--- config.mk ---
export PLATFORM = sky130hd
export DESIGN_NAME = src_frame_sched
export DESIGN_NICKNAME = d
export VERILOG_FILES = /design/src/rtl/src_frame_sched.sv
export SDC_FILE = /design/constraint.sdc
export NUM_CORES = 1
export LEC_CHECK = 0
export ABC_CLOCK_PERIOD_IN_PS = 2700
export CAP_MARGIN = 20
export CORE_UTILIZATION = 44
export DETAILED_ROUTE_END_ITERATION = 10
export GPL_ROUTABILITY_DRIVEN = 0
export MAX_ROUTING_LAYER = met4
export PLACE_DENSITY = 0.8
export SYNTH_ARGS = -nofsm -noshare
export SYNTH_HDL_FRONTEND = slang
export SYNTH_SLANG_ARGS = --single-unit
--- constraint.sdc ---
create_clock -name I_clk -period 2.7 [get_ports I_clk]
set_input_delay 0.405 -clock I_clk [delete_from_list [all_inputs] [get_ports I_clk]]
set_output_delay 0.405 -clock I_clk [all_outputs]
set_load 0.05 [all_outputs]
--- src/rtl/src_frame_sched.sv ---
// Round-robin frame scheduler sharing one ping-pong buffer write port between three sources.
// Optional stall-abort timeout is built when SRC_FRAME_SCHED_TIMEOUT_EN is defined.
module src_frame_sched #(
    parameter int C_DATA_WIDTH  = 32,
    parameter int C_FRAME_LEN   = 256,
    parameter int C_GAP_CLK     = 4,
    parameter int C_TIMEOUT_CLK = 1024
) (
    input  logic                    I_clk,
    input  logic                    I_rst,
    input  logic [2:0]              I_srcEn,
    input  logic                    I_src0DataEn,
    input  logic                    I_src1DataEn,
    input  logic                    I_src2DataEn,
    input  logic [C_DATA_WIDTH-1:0] I_src0Data,
    input  logic [C_DATA_WIDTH-1:0] I_src1Data,
    input  logic [C_DATA_WIDTH-1:0] I_src2Data,
    output logic                    O_src0Ready,
    output logic                    O_src1Ready,
    output logic                    O_src2Ready,
    input  logic                    I_wReady,
    output logic                    O_wDataEn,
    output logic [C_DATA_WIDTH-1:0] O_wData,
    output logic                    O_frameStart,
    output logic                    O_frameEnd,
    output logic [1:0]              O_curSrc,
    output logic                    O_timeoutFlg
);
    typedef enum logic [1:0] {IDLE = 2'd0, ARB = 2'd1, XFER = 2'd2, GAP = 2'd3} state_t;

    localparam logic [15:0] LAST_WORD = 16'(C_FRAME_LEN - 1);
    localparam logic [15:0] GAP_LAST  = 16'((C_GAP_CLK > 0) ? (C_GAP_CLK - 1) : 0);

    function automatic logic [1:0] nextIdx(input logic [1:0] idx);
        return (idx == 2'd2) ? 2'd0 : (idx + 2'd1);
    endfunction

    state_t                  state_r, stateNext_s;
    logic [1:0]              lastGrant_r, lastGrantNext_s;
    logic [1:0]              curSrc_r, curSrcNext_s;
    logic [15:0]             wordCnt_r, gapCnt_r;
    logic [1:0]              cand1_s, cand2_s, cand3_s, grantIdx_s;
    logic                    grantValid_s, selDataEn_s, accept_s, lastWord_s, timeout_s;
    logic [C_DATA_WIDTH-1:0] selData_s;
    logic                    wDataEn_r, frameStart_r, frameEnd_r, timeoutFlg_r;
    logic [C_DATA_WIDTH-1:0] wData_r;

    assign cand1_s = nextIdx(lastGrant_r);
    assign cand2_s = nextIdx(cand1_s);
    assign cand3_s = nextIdx(cand2_s);

    // Round-robin search starting just after the last granted source
    always_comb begin
        grantValid_s = 1'b1;
        grantIdx_s   = 2'd3;
        if (I_srcEn[cand1_s]) begin
            grantIdx_s = cand1_s;
        end else if (I_srcEn[cand2_s]) begin
            grantIdx_s = cand2_s;
        end else if (I_srcEn[cand3_s]) begin
            grantIdx_s = cand3_s;
        end else begin
            grantValid_s = 1'b0;
        end
    end

    // Granted-source word mux
    always_comb begin
        selDataEn_s = 1'b0;
        selData_s   = '0;
        case (curSrc_r)
            2'd0:    begin selDataEn_s = I_src0DataEn; selData_s = I_src0Data; end
            2'd1:    begin selDataEn_s = I_src1DataEn; selData_s = I_src1Data; end
            2'd2:    begin selDataEn_s = I_src2DataEn; selData_s = I_src2Data; end
            default: begin selDataEn_s = 1'b0;         selData_s = '0;         end
        endcase
    end

    assign O_src0Ready = (state_r == XFER) && (curSrc_r == 2'd0) && I_wReady;
    assign O_src1Ready = (state_r == XFER) && (curSrc_r == 2'd1) && I_wReady;
    assign O_src2Ready = (state_r == XFER) && (curSrc_r == 2'd2) && I_wReady;
    assign accept_s    = (state_r == XFER) && I_wReady && selDataEn_s;
    assign lastWord_s  = (wordCnt_r == LAST_WORD);

`ifdef SRC_FRAME_SCHED_TIMEOUT_EN
    logic [31:0] stallCnt_r;
    logic        stall_s;

    assign stall_s   = (state_r == XFER) && I_wReady && !selDataEn_s;
    assign timeout_s = stall_s && (stallCnt_r == 32'(C_TIMEOUT_CLK - 1));

    // Stall counter: ready downstream but the granted source is silent
    always_ff @(posedge I_clk or posedge I_rst) begin
        if (I_rst) begin
            stallCnt_r <= 32'd0;
        end else if ((state_r != XFER) || accept_s || timeout_s) begin
            stallCnt_r <= 32'd0;
        end else if (stall_s) begin
            stallCnt_r <= stallCnt_r + 32'd1;
        end else begin
            stallCnt_r <= stallCnt_r;
        end
    end
`else
    logic [31:0] unusedTimeout_s;
    assign unusedTimeout_s = 32'(C_TIMEOUT_CLK);
    assign timeout_s       = 1'b0;
`endif

    // Next-state, grant pointer and current-source selection
    always_comb begin
        stateNext_s     = state_r;
        lastGrantNext_s = lastGrant_r;
        curSrcNext_s    = curSrc_r;
        case (state_r)
            IDLE: begin
                if (I_srcEn != 3'b000) begin
                    stateNext_s = ARB;
                end else begin
                    stateNext_s = IDLE;
                end
            end
            ARB: begin
                if (grantValid_s) begin
                    stateNext_s     = XFER;
                    curSrcNext_s    = grantIdx_s;
                    lastGrantNext_s = grantIdx_s;
                end else begin
                    stateNext_s = IDLE;
                end
            end
            XFER: begin
                if ((accept_s && lastWord_s) || timeout_s) begin
                    curSrcNext_s = 2'd3;
                    if (C_GAP_CLK == 0) begin
                        stateNext_s = ARB;
                    end else begin
                        stateNext_s = GAP;
                    end
                end else begin
                    stateNext_s = XFER;
                end
            end
            GAP: begin
                if (gapCnt_r == GAP_LAST) begin
                    stateNext_s = ARB;
                end else begin
                    stateNext_s = GAP;
                end
            end
            default: begin
                stateNext_s  = IDLE;
                curSrcNext_s = 2'd3;
            end
        endcase
    end

    // FSM state, grant pointer and granted-source registers
    always_ff @(posedge I_clk or posedge I_rst) begin
        if (I_rst) begin
            state_r     <= IDLE;
            lastGrant_r <= 2'd2;
            curSrc_r    <= 2'd3;
        end else begin
            state_r     <= stateNext_s;
            lastGrant_r <= lastGrantNext_s;
            curSrc_r    <= curSrcNext_s;
        end
    end

    // Word counter within the frame and idle-gap counter
    always_ff @(posedge I_clk or posedge I_rst) begin
        if (I_rst) begin
            wordCnt_r <= 16'd0;
            gapCnt_r  <= 16'd0;
        end else begin
            if (accept_s) begin
                wordCnt_r <= lastWord_s ? 16'd0 : (wordCnt_r + 16'd1);
            end else if (timeout_s) begin
                wordCnt_r <= 16'd0;
            end else begin
                wordCnt_r <= wordCnt_r;
            end
            gapCnt_r <= (state_r == GAP) ? (gapCnt_r + 16'd1) : 16'd0;
        end
    end

    // Output stage: one cycle behind acceptance, data holds between words
    always_ff @(posedge I_clk or posedge I_rst) begin
        if (I_rst) begin
            wDataEn_r    <= 1'b0;
            wData_r      <= '0;
            frameStart_r <= 1'b0;
            frameEnd_r   <= 1'b0;
            timeoutFlg_r <= 1'b0;
        end else begin
            wDataEn_r    <= accept_s;
            wData_r      <= accept_s ? selData_s : wData_r;
            frameStart_r <= accept_s && (wordCnt_r == 16'd0);
            frameEnd_r   <= accept_s && lastWord_s;
            timeoutFlg_r <= timeout_s;
        end
    end

    assign O_wDataEn    = wDataEn_r;
    assign O_wData      = wData_r;
    assign O_frameStart = frameStart_r;
    assign O_frameEnd   = frameEnd_r;
    assign O_curSrc     = curSrc_r;
    assign O_timeoutFlg = timeoutFlg_r;
endmodule

Word-level counts from Yosys, hierarchy flattened
Index checks and enable logic that the tools add are counted.
Word-level totals
  flip-flop bits (word level): 73
  input port bits: 105
  output and inout port bits: 41
Operators by class
  add/subtract/negate cells: 5
  $lt $le $gt $ge: 3
  equality and inequality tests: 12
  muxes and demuxes: 27
  reduce and logical (&&, ||, !) cells: 17
Operators with widths (number)
  one-hot mux 32 bit (3 select lines): 1
  adder 16 x 1 -> 16 bit (second input constant): 2
  two-way mux 16 bit: 2
  two-way mux 2 bit: 10
  equality test 16 x 2 -> 1 bit (second input constant): 1
  equality test 16 x 8 -> 1 bit (second input constant): 1
  zero test 16 bit: 1
  equality test 2 bit (second input constant): 6
  logical AND 1 bit: 10
  < comparator 2 x 3 -> 1 bit (second input constant): 3
  two-way mux 1 bit: 8
  one-hot mux 2 bit (4 select lines): 1
  adder 2 x 1 -> 2 bit (second input constant): 3
  binary-select mux 1 bit (select 2 bit): 3
  equality test 2 x 1 -> 1 bit (second input constant): 2
  zero test 2 bit: 2
  one-hot mux 2 bit (2 select lines): 1
  one-hot mux 1 bit (3 select lines): 1
  AND reduction 3 bit: 1
  nonzero test 3 bit: 1
  inequality test 2 x 1 -> 1 bit (second input constant): 1
  inequality test 2 bit (second input constant): 1
  AND reduction 2 bit: 1
  nonzero test 2 bit: 1

Longest topological paths before layout
Gate-level depths: netlist of run 1.
  depth after elaboration: 13
  mapped depth: 8

Worst setup path before layout of run 1
OpenSTA, ideal clock, no wires.
  kind: reg-to-output
  start point: reg curSrc_r[1], in the netlist O_curSrc[1]
  end point: out O_src2Ready
  data arrival time: 2.418 ns
  data required time: 2.295 ns
  slack: -0.123 ns
  cell stages (with the launch flop): 4
  buffers on the path: 2
  cell sequence: dfstp_2 > buf_2 > buf_2 > nor3b_1
Between the ends
  cells in the longest elaborated chain, start to end: 3
Ends and longest elaborated chain
  start, declared: line 40  | logic [1:0] curSrc_r, curSrcNext_s;
  start signal, assigned: line 167  | curSrc_r <= curSrcNext_s;
  equality test 2 bit: line 81  | assign O_src2Ready = (state_r == XFER) && (curSrc_r == 2'd2) && I_wReady;
  logical AND 1 bit (2 in a row): line 81
  end, declared: line 20  | output logic O_src2Ready,
Every way passes these cells.

Worst setup path after layout of run 1
  start point: reg curSrc_r[1], in the netlist O_curSrc[1]
  end point: out O_src0Ready
Between the ends
  cells in the longest elaborated chain, start to end: 3
Ends and longest elaborated chain
  zero test 2 bit: line 79  | assign O_src0Ready = (state_r == XFER) && (curSrc_r == 2'd0) && I_wReady;
  logical AND 1 bit (2 in a row): line 79
  end, declared: line 18  | output logic O_src0Ready,
Every way passes these cells.

==> results.json, run 1 <==
{
  "grt_pass1_vias": 3339,
  "design_area_mm2": 0.00561,
  "power_frac_comb_pct": 51.6,
  "synth_area_leaders": "dfrtp_1 (46%), mux2i_1 (8.9%), nor2_1 (5.0%), a21oi_1 (4.7%), nand2_1 (4.3%)",
  "hold-worst-slack_ps": 419,
  "mostFrequentLayoutCells": "clkdlybuf4s50_1 (139), dfrtp_1 (70), nor2_1 (51)",
  "wl_met1_um": 4190,
  "seq_area_frac_synth_pct": 47.7,
  "antenna_found_initial": 0,
  "switching_power_w": 0.00240,
  "slew_viol_final": 0,
  "power_leakage_nw": 2.44,
  "initial_utilization_pct": 46.0,
  "crit_path_end_kind": "output port",
  "vias": 3466,
  "grt_usage_pct": 23.2,
  "synth_seq_cells": 73,
  "path_clk_slew_ps": 80,
  "pre_cts_ws_ps": 399,
  "htree_num_levels": 3,
  "pin_count": 146,
  "setup_slack_ps": 467,
  "synth_nets": 523,
  "cp.arrival_ps": 1830,
  "synth_area_mm2": 0.00384,
  "period_share_pct": 82.7,
  "p_int_w": 0.00299,
  "layout_min_cycle_time_ps": 2230,
  "met3_length_um": 488,
  "rows": 33,
  "nFillCells": 678,
  "seqPwrFrac_pct": 30.7,
  "worst_setup_path_start_kind": "register",
  "antennaDiodeCount": 0,
  "synth_edf_count": 0,
  "final_common_cell": "clkdlybuf4s50_1",
  "drive_gt1_share_pct": 7.69,
  "cp.required_ps": 2300,
  "synth_top_area_share_pct": 45.7,
  "die_h_um": 95.4,
  "cap_violations": 0,
  "first_pass_iters": 4,
  "antenna_left": 0,
  "cts_tree": "done",
  "fmax_ghz": 0.448,
  "clock_path_buffers": 2,
  "top_layer": "met4",
  "clkPwrFrac_pct": 17.7,
  "drt_iter0_markers": 142,
  "netSwitchingFraction_pct": 44.5,
  "cp_common_cell": "buf_4",
  "slew_headroom_pct": 46.1,
  "netlist-cell-type-count": 49,
  "synth_ff_type": "dfrtp_1",
  "die_area_mm2": 0.00910,
  "max_stage_delay_ps": 650,
  "outcome": "finished, final reports clean",
  "overflow": 0,
  "cp_slowest_cell": "dfstp_2",
  "grt_max_degree": 48,
  "syn2layout_area_growth_pct": 46.1,
  "cp_cell_sequence": "buf_4 > nor3_1 > buf_4",
  "drc_errors": 0,
  "skew_ps": 10.1,
  "core_mm2": 0.00834,
  "root_buffer": "clkbuf_8",
  "rsz0062_at_grt": "no",
  "cts_resized": 0,
  "fin_tns_setup_ps": 0,
  "wl_met2_um": 5000,
  "cts_buffers": 9,
  "path_buf_inv": 2,
  "worstMarginPinSlew_ps": 807,
  "dieWidth_um": 95.4,
  "powerDensity_mw_per_mm2": 961,
  "drt_wl_total_um": 9930,
  "criticalPathCategory": "reg2out",
  "hold_buffers": 0,
  "port_buffers": 144,
  "ir_drop_mv": 0.935,
  "via_per_inst": 5.22,
  "clk_latency_ps": 350,
  "synth_largest_area_cell": "dfrtp_1",
  "cts_post_setup_buffers_inserted": 0,
  "wire_per_inst_um": 14.9,
  "holdCritPathClass": "in2async",
  "cpLargestDelayFamily": "buffers and inverters",
  "grt_pass1_wl_um": 15500,
  "finalSetupViolCount": 0,
  "synth_area_per_cell_um2": 9.24,
  "ys_warn_count": 0,
  "synthCells": 415,
  "crit_fanout": 32,
  "postSynth.asyncResetShare_pct": 100,
  "clkSinkCount": 73,
  "final_nets": 662,
  "hpwl_um": 7500,
  "place_area_mm2": 0.00538,
  "hold_viol": 0
}
[metrics by stage]
stage | std cells | util [%] | total power [W]
after floorplan | 415 | - | 0.00353
after global placement | 648 | 64.6 | 0.00440
after detailed placement | 648 | 64.6 | 0.00447
after CTS | 664 | 67.2 | 0.00543
after global routing | 664 | 67.2 | 0.00570
final | 664 | 67.2 | 0.00539
[final cells by class]
type                    instances  area (um2)  area share [%]
repair buffers                151        1530            27.3
clock inverters                 5        80.1            1.43
well taps                     105         131            2.34
flip-flops and latches         73        1830            32.7
clock buffers                  11         141            2.52
multi-input cells             310        1860            33.1
inverters                       9        33.8           0.603
[routing by layer]
layer	vias up	global-route usage (%)
met5	-	-
met4	0	10.7
met3	19	3.83
met2	93	38.0
met1	1637	28.0
li1	1717	-
[power by group through the flow]
stage	Clock, W	Sequential (W)	Combinational, W
global route	0.00102	0.00170	0.00298
detailed placement	0	0.00167	0.00280
finish	0.000954	0.00166	0.00278
global placement	0	0.00166	0.00274
CTS	0.000972	0.00165	0.00281
floorplan	0	0.00240	0.00113
[synth_stat cells, types with 2 or more instances]
library cell,count
or2_2,3
and3_1,7
a21oi_1,36
nor3b_1,2
and4_1,3
xor2_1,9
o21ai_0,33
nand3_1,13
dfstp_2,3
nor4_1,5
buf_2,6
o21ai_1,4
xnor2_1,14
nor4b_1,2
nor2_1,51
nor3_2,3
or3_1,2
mux2i_1,34
nand2b_1,2
o21a_1,2
buf_1,3
a21o_1,2
nor3_1,5
ha_1,3
clkbuf_1,10
inv_1,8
buf_6,3
nand2_1,44
nand4_1,11
nor2b_1,4
dfrtp_1,70
[flip-flops by register name, indices dropped and copies added (netlist names)]
name / cells
O_wData: 32
O_wDataEn: 1
O_frameStart: 1
state_r: 2
O_curSrc: 2
O_frameEnd: 1
gapCnt_r: 16
lastGrant_r: 2
wordCnt_r: 16
[kinds of logic after synthesis]
family	Yosys count	share of synthesized area (%)
adder cells (fa/ha/maj)	3	0.979
flip-flops	73	47.7
AND/OR/NAND/NOR	163	20.7
buffers and inverters	32	4.01
other	1	0.0978
multiplexers	35	9.17
AO/OA/AOI/OAI	85	12.1
XOR/XNOR	23	5.25
[worst paths after layout]
path	start	to	slack [ps]	cells after the start
max	O_curSrc[1]$_DFFE_PP1P_	O_src0Ready	470	3
min	I_rst	wordCnt_r[3]$_DFFE_PP0P_	420	2
max reg2reg	state_r[0]$_DFF_PP0_	wordCnt_r[8]$_DFFE_PP0P_	680	5
min reg2reg	O_wData[28]$_DFFE_PP0P_	O_wData[28]$_DFFE_PP0P_	480	2
max in group asynchronous	I_rst	O_wData[17]$_DFFE_PP0P_	1620	3
min in group I_clk	O_wData[28]$_DFFE_PP0P_	O_wData[28]$_DFFE_PP0P_	480	2
Note: power is estimated with default switching activity, not from simulation.
==> inputs of run 2 (changes only) <==
Settings changed: ABC_CLOCK_PERIOD_IN_PS 2700 to 2100.
Clock period 2.7 ns to 2.1 ns, I/O delays scaled along.
==> results.json, run 2 (synthesized netlist as in run 1, its figures left out) <==
{
  "powerDensity_mw_per_mm2": 1260,
  "cpLargestDelayFamily": "flip-flops",
  "hpwl_um": 7800,
  "rows": 33,
  "mostFrequentLayoutCells": "clkdlybuf4s50_1 (139), dfrtp_1 (70), nor2_1 (51)",
  "hold-worst-slack_ps": 375,
  "grt_pass1_vias": 3482,
  "cts_tree": "done",
  "seqPwrFrac_pct": 28.6,
  "p_int_w": 0.00418,
  "antenna_found_initial": 0,
  "largest_register_ffs": 32,
  "core_mm2": 0.00834,
  "rsz0062_at_grt": "no",
  "final_common_cell": "clkdlybuf4s50_1",
  "grt_usage_pct": 24.1,
  "r2r-end": "O_wData[12]$_DFFE_PP0P_",
  "cap_violations": 0,
  "crit_path_end_kind": "output port",
  "power_leakage_nw": 2.56,
  "syn2layout_area_growth_pct": 51.7,
  "switching_power_w": 0.00317,
  "overflow": 0,
  "reg2reg_from": "state_r[1]$_DFF_PP0_",
  "worst_setup_path_start_kind": "register",
  "power_frac_comb_pct": 52.6,
  "ff2ff_path_depth": 7,
  "vias": 3538,
  "slew_viol_final": 0,
  "initial_utilization_pct": 46.0,
  "clock_path_buffers": 2,
  "path_buf_inv": 2,
  "htree_num_levels": 3,
  "root_buffer": "clkbuf_8",
  "antennaDiodeCount": 0,
  "final_nets": 675,
  "cts_buffers": 9,
  "cp_cell_sequence": "buf_8 > nor2b_2 > nor2b_2 > buf_12",
  "grt_max_degree": 40,
  "clkSinkCount": 73,
  "power_w": 0.00735,
  "cp_slowest_cell": "dfstp_2",
  "hold_viol": 0,
  "fin_cells": 677,
  "ir_drop_mv": 0.766,
  "path_clk_slew_ps": 90,
  "drive_gt1_share_pct": 10.3,
  "drc_errors": 0,
  "drt_wl_total_um": 10300,
  "grt_pass1_wl_um": 16200,
  "dp_cells": 661,
  "period_share_pct": 95.1,
  "wire_per_inst_um": 15.3,
  "die_h_um": 95.4,
  "port_buffers": 144,
  "cp.required_ps": 1780,
  "pin_count": 146,
  "crit_fanout": 28,
  "layout_min_cycle_time_ps": 2000,
  "antenna_left": 0,
  "worstMarginPinSlew_ps": 584,
  "max_stage_delay_ps": 580,
  "die_area_mm2": 0.00910,
  "outcome": "finished, final reports clean",
  "design_area_mm2": 0.00582,
  "via_per_inst": 5.23,
  "cp_common_cell": "nor2b_2",
  "r2r_slack_ps": 310,
  "fmax_ghz": 0.501,
  "holdCritPathClass": "in2async",
  "drt_iter0_markers": 127,
  "criticalPathCategory": "reg2out",
  "clkPwrFrac_pct": 18.8,
  "nFillCells": 655,
  "dieWidth_um": 95.4,
  "skew_ps": 14.9,
  "slew_headroom_pct": 61.0,
  "netSwitchingFraction_pct": 43.1,
  "first_pass_iters": 4,
  "clk_latency_ps": 350,
  "cp.arrival_ps": 1680,
  "finalSetupViolCount": 0,
  "place_area_mm2": 0.00556
}
## run 2: per-layer routing
layer,GRT usage [%],up-vias,share of wire (%)
met1,28.9,1675,42
met4,7.96,0,1.4
met5,-,-,0
li1,-,1744,-
met3,4.86,12,5.4
met2,40.4,107,51
## run 2: power by group through the flow
stage / registers (W) / clock network (W) / logic, W
global route: 0.00216 / 0.00147 / 0.00413
finish: 0.00210 / 0.00138 / 0.00387
global placement: 0.00210 / 0 / 0.00377
detailed placement: 0.00212 / 0 / 0.00386
CTS: 0.00210 / 0.00140 / 0.00389
floorplan: 0.00309 / 0 / 0.00146
## run 2: per-stage QoR
| stage | TNS [ps] | util (%) | setup WS [ps] |
|---|---|---|---|
| final | 0 | 69.8 | 104 |
| after global routing | 0 | 69.8 | 9.88 |
| after detailed placement | -17.8 | 66.6 | -17.8 |
| after floorplan | -153 | - | -153 |
| after global placement | 0 | 66.6 | 34.6 |
| after CTS | 0 | 69.7 | 63.3 |
## run 2: area by class of cell
cell class	count	area, um2	share of cell area [%]
inverter	9	37.5	0.645
multi-input combinational	310	1870	32.1
clock inverter	4	98.8	1.70
sequential	73	1830	31.5
timing repair buffer	164	1700	29.2
clock buffer	12	155	2.67
tap	105	131	2.26
## run 2: worst max path at each step
| stage | startpoint | endpoint | depth (start not counted) |
|---|---|---|---|
| 6_report | O_curSrc[0]$_DFFE_PP1P_ | O_src1Ready | 4 |
| 5_1_grt | O_curSrc[0]$_DFFE_PP1P_ | O_src1Ready | 4 |
| 4_1_cts | O_curSrc[0]$_DFFE_PP1P_ | O_src1Ready | 4 |
| 3_5_place_dp | I_wReady | O_wData[8]$_DFFE_PP0P_ | 7 |
| 3_3_place_gp | I_wReady | wordCnt_r[5]$_DFFE_PP0P_ | 7 |
| 2_1_floorplan | O_curSrc[1]$_DFFE_PP1P_ | O_src2Ready | 3 |
## run 2: repair_timing
action                                  in CTS  in global routing
endpoints found under the hold margin        0                  0
endpoints found under the setup margin       1                  1
resized for setup                            1                  1
buffers inserted                             0                  0
hold buffers                                 0                  0
